File: config.mk
export PLATFORM = sky130hd
export DESIGN_NAME = wptr_ctrl
export DESIGN_NICKNAME = d
export VERILOG_FILES = /design/src/rtl/wptr_ctrl.sv
export SDC_FILE = /design/constraint.sdc
export NUM_CORES = 1
export LEC_CHECK = 0
export BUFFER_PORTS_ARGS = -buffer_cell sky130_fd_sc_hd__buf_2
export CORE_MARGIN = 5
export CORE_UTILIZATION = 50
export DETAILED_ROUTE_END_ITERATION = 8
export GPL_ROUTABILITY_DRIVEN = 0
export MAX_ROUTING_LAYER = met4
export PLACE_DENSITY = 0.84
export SETUP_SLACK_MARGIN = 0.1
export SLEW_MARGIN = 20
export SYNTH_ARGS = -nofsm -noshare
export SYNTH_HDL_FRONTEND = slang
export SYNTH_SLANG_ARGS = --single-unit
export TNS_END_PERCENT = 100
File: constraint.sdc
create_clock -name w_clk -period 4.7 [get_ports w_clk]
set_input_delay 0.235 -clock w_clk [delete_from_list [all_inputs] [get_ports w_clk]]
set_output_delay 0.235 -clock w_clk [all_outputs]
set_load 0.02 [all_outputs]
File: src/rtl/wptr_ctrl.sv
// Write-side pointer controller for the async FIFO: pointers, level, full/afull.
// Define WPTR_CTRL_OVF_EN to build the sticky overflow flag.
module wptr_ctrl #(
   parameter int PTR_SIZE     = 8,
   parameter int AFULL_MARGIN = 4
) (
   input  logic              w_clk,
   input  logic              wrst,
   input  logic              w_en,
   input  logic [PTR_SIZE:0] g_rptr_sync,
   output logic              w_accept,
   output logic [PTR_SIZE:0] b_wptr,
   output logic [PTR_SIZE:0] g_wptr,
   output logic              full,
   output logic              almost_full,
   output logic [PTR_SIZE:0] wlevel,
   output logic              wovf
);

   localparam int DEPTH = 2 ** PTR_SIZE;
   localparam logic [PTR_SIZE:0] DEPTH_V = (PTR_SIZE + 1)'(DEPTH);
   localparam logic [PTR_SIZE:0] AF_TH =
      (PTR_SIZE + 1)'(DEPTH - AFULL_MARGIN);

   function automatic logic [PTR_SIZE:0] gray2bin(
      input logic [PTR_SIZE:0] g
   );
      logic [PTR_SIZE:0] b;
      b[PTR_SIZE] = g[PTR_SIZE];
      for (int i = PTR_SIZE - 1; i >= 0; i--) begin
         b[i] = b[i+1] ^ g[i];
      end
      return b;
   endfunction

   logic [PTR_SIZE:0] b_rptr;
   logic [PTR_SIZE:0] b_next;
   logic [PTR_SIZE:0] g_next;
   logic [PTR_SIZE:0] lvl_next;

   assign w_accept = w_en & ~full;
   assign b_rptr   = gray2bin(g_rptr_sync);
   assign b_next   = b_wptr + {{PTR_SIZE{1'b0}}, w_accept};
   assign g_next   = b_next ^ (b_next >> 1);
   // Modular difference stays within 0..DEPTH across pointer wrap.
   assign lvl_next = b_next - b_rptr;

   always_ff @(posedge w_clk) begin
      if (wrst) begin
         b_wptr      <= '0;
         g_wptr      <= '0;
         wlevel      <= '0;
         full        <= 1'b0;
         almost_full <= 1'b0;
      end else begin
         b_wptr      <= b_next;
         g_wptr      <= g_next;
         wlevel      <= lvl_next;
         full        <= (lvl_next == DEPTH_V);
         almost_full <= (lvl_next >= AF_TH);
      end
   end

`ifdef WPTR_CTRL_OVF_EN
   always_ff @(posedge w_clk) begin
      if (wrst) begin
         wovf <= 1'b0;
      end else begin
         wovf <= wovf | (w_en & full);
      end
   end
`else
   assign wovf = 1'b0;
`endif

endmodule

==> results of run 1 <==
## worst max-delay path, delay by kind of cell
family	cells	cell delay, ns
AOI/OAI and AO/OA	3	0.52
buffers and inverters	2	0.16
and+or+nand+nor	2	0.78
adders and majority gates	2	0.60
xor gates and xnor gates	7	1.70
## through the flow
step	utilization (%)	cell area (um^2)
global placement	59.76	1648
finish	61.66	1700
global route	61.66	1700
floorplan	-	1430
CTS	61.66	1700
detailed placement	59.76	1648
## layout make-up
cell class | count | area, um^2 | share of cell area (%)
clock buffers | 3 | 22.52 | 1.325
clock inverters | 1 | 30.03 | 1.766
inverters | 8 | 30.03 | 1.766
multi-input cells | 109 | 813.3 | 47.83
flip-flops and latches | 28 | 560.5 | 32.97
well taps | 31 | 38.79 | 2.281
repair buffers | 41 | 205.2 | 12.07
## power breakdown
group | switching, mW | internal (mW) | total (mW) | leakage [nW]
logic | 0.147 | 0.107 | 0.254 | 0.606
registers | 0.00638 | 0.264 | 0.271 | 0.229
clock network | 0.0673 | 0.0862 | 0.153 | 0.0279
## cell usage after synthesis (3+ instances only)
| cell | count |
|---|---|
| xnor2_1 | 16 |
| xor2_1 | 8 |
| nor2_1 | 27 |
| clkbuf_1 | 3 |
| nor3_1 | 3 |
| nor2b_1 | 3 |
| a21oi_1 | 4 |
| xor2_2 | 3 |
| inv_1 | 8 |
| o21ai_0 | 4 |
| nand2_1 | 4 |
| dfxtp_1 | 28 |
| ha_1 | 10 |
## cell families (layout without fill, tap and decap cells)
family                   Yosys count  count (layout)  share of synthesized area (%)
AND/OR/NAND/NOR                   50              50                          16.71
XOR/XNOR                          29              29                          21.52
flip-flops                        28              28                          39.20
AO/OA/AOI/OAI                     18              18                          8.224
buffers and inverters             13              53                          3.937
adder cells (fa/ha/maj)           11              11                          10.15
other                              1               1                         0.2622
## metal layers
| metal | share of wire, % | global-route usage, % | wire [um] | up-vias |
|---|---|---|---|---|
| met3 | 4.9 | 1.243 | 127 | 2 |
| met4 | 1.1 | 5.455 | 29 | 0 |
| li1 | - | - | - | 572 |
| met1 | 45 | 18.07 | 1161 | 473 |
| met5 | 0 | - | 0 | - |
| met2 | 49 | 23.73 | 1277 | 23 |
## flip-flops by register name, summed over array words and instances, names as in the netlist
register	cells
almost_full	1
b_wptr	9
full	1
g_wptr	8
wlevel	9
## worst min-delay path by stage
stage | from | to | slack [ns]
floorplan | wrst | wlevel[1] | 0.52
global placement | b_wptr[8] | b_wptr[8] | 0.61
detailed placement | b_wptr[8] | b_wptr[8] | 0.62
CTS | g_rptr_sync[0] | wlevel[0] | 0.32
global route | g_rptr_sync[0] | wlevel[0] | 0.34
finish | g_rptr_sync[0] | wlevel[0] | 0.33
==> qor.csv, run 1 <==
stage;metric;value;unit
status;outcome;finished clean;
routing;drcViolationCount;0;
sta;rsz0062_at_grt;false;
placed_design;hpwl;2.103;mm
finish;num-fill-cells;230;
clock_network;worstSkewPairLatency;0.32;ns
worst_hold_path;min_path_cells;4;
sta;worst_slack;0.9714;ns
placed_design;place_inst;217;
clock_network;htreeDepth;1;
synthesis;synthesis.nets;173;
worst_setup_path;critPathLaunch;g_rptr_sync[7];
floorplan;start_util;51.86;%
worst_setup_path;required;4.97;ns
finish;synthToLayoutAreaGrowth;18.90;%
clock_network;numClockSinks;28;
finish;fin_cells;221;
routing;wl_per_cell;11.75;um
finish;final_nets;214;
worst_setup_path;cp_max_fo;3;
synthesis;avgSynthCellArea;9.534;um^2
worst_setup_path;slowest_stage;or4_1;
worst_setup_path;timing.reg2reg.worst_path_depth;13;
synthesis;syn-instance-count;150;
synthesis;synthArstFlopShare;0;%
routing;viasPerCell;4.842;
placed_design;place.port_buffers;41;
synthesis;yosysSeqAreaShare;39.20;%
power_and_ir_drop;fin_total_pwr;0.6784;mW
clock_network;cts_resized;0;
synthesis;yosysTopAreaCellShare;39.20;%
synthesis;synth_top_area_cell;dfxtp_1;
sta;finalMaxSlewViolations;0;
floorplan;die-area;4030;um^2
clock_network;post-cts-setup-buffers;0;
global_routing;grt_max_degree;27;
clock_network;cts_buffers;3;
global_routing;grt_remaining_overflow;0;
floorplan;die_h;63.48;um
worst_setup_path;crit_path_end;full;
worst_setup_path;regToRegSetupSlack;1.54;ns
power_and_ir_drop;ir_worst_vdd;0.0002889;V
sta;setup_viol;0;
clock_network;clkTransAtPathRegs;0.14;ns
routing;antenna_left;0;
routing;first_pass_iters;4;
routing;first_iter_violations;22;
worst_setup_path;cp_cell_sequence;buf_2, xnor3_2, xor2_2, xor2_2, xor2_2, xor3_2, xnor2_1, ha_1, inv_1, fa_1, a211oi_1, o21bai_1, a21oi_1, xnor2_1, or4_1, and4bb_2;
sta;post-route-period-util;79.33;%
routing;vias;1070;
synthesis;yosysWarnings;0;
worst_setup_path;regToRegEndpoint;full;
synthesis;synth_seq_cells;28;
sta;skew;0.01149;ns
worst_setup_path;crit_path_frequent_cell;xor2_2;
worst_setup_path;slowest_delay;0.50;ns
placed_design;post-place-ws;0.6377;ns
run;max_cap_viol_count;0;
worst_setup_path;path_class;in2reg;
sta;min_period;3.729;ns
global_routing;grt_use_total;14.35;%
worst_hold_path;min_path_type;in2reg;
global_routing;grt_first_pass_wirelength;4.650;mm
synthesis;synthFlopType;dfxtp_1;
floorplan;coreArea;2758;um^2
sta;finalHoldWorstSlack;0.3307;ns
clock_network;cts-hold-fix-buffers;0;
synthesis;synth_area;1430;um^2
worst_setup_path;timing.rr.start;full;
synthesis;ys_types;34;
worst_setup_path;cp-start-kind;input pin;
finish;most-common-layout-cells;buf_2 (41), dfxtp_1 (28), nor2_1 (27), xnor2_1 (16), ha_1 (10);
clock_network;cts_root_buf;clkbuf_4;
power_and_ir_drop;p_per_area;399.0;nW/um^2
clock_network;ctsLongestPathBuffers;2;
synthesis;synth.area.top_cells;dfxtp_1 (39%), xnor2_1 (9.8%), ha_1 (8.7%), nor2_1 (7.1%), xor2_1 (4.9%);
routing;routed_wirelength;2.596;mm
sta;max_freq;0.2682;GHz
global_routing;antenna_found_initial;0;
sta;tns;0;ns
finish;mostFrequentLayoutCell;buf_2;
clock_network;cts_tree;yes;
floorplan;die_w;63.48;um
global_routing;first_global_vias;1068;
sta;hold_viol;0;
synthesis;synth_edf_count;0;
finish;diodes;0;
worst_setup_path;cp-end-kind;flop;
floorplan;rows;19;
finish;drive_gt1_share;27.37;%
power_and_ir_drop;leakage;0.8629;nW
floorplan;io_pins;43;
worst_setup_path;cp_data_arrival_time;4.00;ns
No activity file was read; power rests on OpenSTA's default activity.
==> inputs of run 2 (changes only) <==
==> constraint.sdc (replaced) <==
create_clock -name w_clk -period 3.7 [get_ports w_clk]
set_input_delay 0.185 -clock w_clk [delete_from_list [all_inputs] [get_ports w_clk]]
set_output_delay 0.185 -clock w_clk [all_outputs]
set_load 0.02 [all_outputs]
==> run 2 against run 1 <==
Combinational power increased by 48%. Utilization is 2.1 points higher. Clock-buffer cell count is 1 higher. Global-route usage is 0.79 points higher. Non-clock buffer count increased by 8. Sequential share of layout area is 1.1 points lower. Critical path depth unchanged. Clock skew fell by 0.0032 ns. Clock power decreased by 7%. Setup slack worse by 0.80 ns. Critical endpoint unchanged. Largest power group is now combinational logic. Highest routed layer unchanged.
==> qor.csv, run 2 (synthesis gave the netlist of run 1 again) <==
stage;metric;value;unit
sta;setup_viol;0;
global_routing;first_global_vias;1107;
routing;wl_per_cell;11.69;um
placed_design;post-place-ws;-0.2344;ns
placed_design;hpwl;2.195;mm
worst_hold_path;min_path_type;in2reg;
finish;drive_gt1_share;30.81;%
power_and_ir_drop;p_per_area;489.9;nW/um^2
clock_network;numClockSinks;28;
sta;rsz0062_at_grt;true;
clock_network;ctsLongestPathBuffers;2;
global_routing;grt_remaining_overflow;0;
floorplan;start_util;51.86;%
routing;routed_wirelength;2.678;mm
worst_setup_path;cp_data_arrival_time;3.81;ns
worst_setup_path;cp-start-kind;input pin;
clock_network;cts_tree;yes;
routing;drcViolationCount;0;
finish;fin_area;1758;um^2
sta;max_freq;0.2833;GHz
worst_setup_path;path_class;in2reg;
floorplan;io_pins;43;
finish;fin_util;63.75;%
sta;post-route-period-util;95.41;%
power_and_ir_drop;fin_total_pwr;0.8612;mW
clock_network;clkTransAtPathRegs;0.14;ns
status;outcome;finished clean;
worst_setup_path;required;3.98;ns
global_routing;grt_use_total;15.14;%
placed_design;place.port_buffers;41;
routing;first_iter_violations;16;
power_and_ir_drop;ir_worst_vdd;0.0003429;V
routing;viasPerCell;4.921;
power_and_ir_drop;leakage;0.8954;nW
sta;worst_slack;0.1699;ns
floorplan;coreArea;2758;um^2
sta;min_period;3.530;ns
finish;diodes;0;
clock_network;cts_root_buf;clkbuf_4;
global_routing;grt_max_degree;27;
finish;final_nets;222;
run;max_cap_viol_count;0;
finish;mostFrequentLayoutCell;buf_2;
floorplan;die_h;63.48;um
routing;vias;1127;
placed_design;placement.cell_area;1708;um^2
finish;reg_top3;b_wptr (9), wlevel (9), g_wptr (8);
floorplan;rows;19;
sta;finalMaxSlewViolations;0;
routing;first_pass_iters;4;
global_routing;grt_first_pass_wirelength;4.823;mm
routing;antenna_left;0;
worst_setup_path;cp-end-kind;flop;
sta;hold_viol;0;
global_routing;antenna_found_initial;0;
floorplan;die-area;4030;um^2
clock_network;post-cts-setup-buffers;0;
clock_network;worstSkewPairLatency;0.32;ns
finish;most-common-layout-cells;buf_2 (41), dfxtp_1 (28), nor2_1 (27), xnor2_1 (16), ha_1 (10);
finish;synthToLayoutAreaGrowth;22.92;%
sta;skew;0.008337;ns
floorplan;die_w;63.48;um
clock_network;cts_buffers;3;
clock_network;htreeDepth;1;
worst_setup_path;cp_max_fo;3;
==> run 2: area by class of cell <==
| type | count | area [um^2] |
|---|---|---|
| fill | 241 | 999.7 |
| multi-input combinational | 109 | 827.0 |
| sequential | 28 | 560.5 |
| timing repair buffer | 49 | 265.3 |
| tap | 31 | 38.79 |
| clock buffer | 4 | 36.28 |
| inverter | 8 | 30.03 |
==> run 2: worst paths after layout <==
check	startpoint	slack, ns	to	cells after the start
max	g_rptr_sync[6]	0.17	full	16
min	wrst	0.27	wlevel[0]	2
max reg2reg	full	0.49	full	13
min reg2reg	b_wptr[8]	0.64	b_wptr[8]	2
==> run 2: layer usage <==
layer / GRT usage (%) / routed length, um / vias to the layer above / part of all wire (%)
met5: - / 0 / - / 0
met4: 6.234 / 29 / 0 / 1.1
met3: 1.599 / 100 / 2 / 3.7
met2: 27.28 / 1439 / 21 / 54
met1: 16.76 / 1109 / 520 / 41
li1: - / - / 584 / -
==> run 2: where the power goes <==
group | switching (mW) | internal [mW] | total (mW)
clock | 0.0818 | 0.0601 | 0.142
sequential | 0.00801 | 0.336 | 0.344
combinational | 0.198 | 0.178 | 0.376
total | 0.288 | 0.574 | 0.861
==> run 2: worst max-delay path: stages <==
cell	delay (ns)
buf_2	0.08
xnor3_2	0.46
xor2_4	0.22
xor2_2	0.23
xor2_2	0.19
xor3_2	0.29
xnor2_1	0.15
ha_1	0.17
inv_1	0.05
fa_2	0.36
a211oi_1	0.22
o21bai_1	0.12
a21oi_1	0.19
xnor2_1	0.11
or4_1	0.51
and4bb_2	0.28
==> run 2: repair_timing <==
item                                    in CTS  in global routing
resized for setup                            0                  2
endpoints found under the setup margin       0                  2
hold buffers                                 0                  0
==> run 2: through the flow <==
| stage | hold slack [ns] | std cells | setup TNS, ns |
|---|---|---|---|
| after global routing | 0.2698 | 229 | -0.009822 |
| after global placement | 0.5946 | 225 | -0.1384 |
| final | 0.2671 | 229 | 0 |
| after detailed placement | 0.6006 | 225 | -0.2344 |
| after floorplan | 0.4719 | 150 | -0.003329 |
| after CTS | 0.2632 | 229 | 0 |
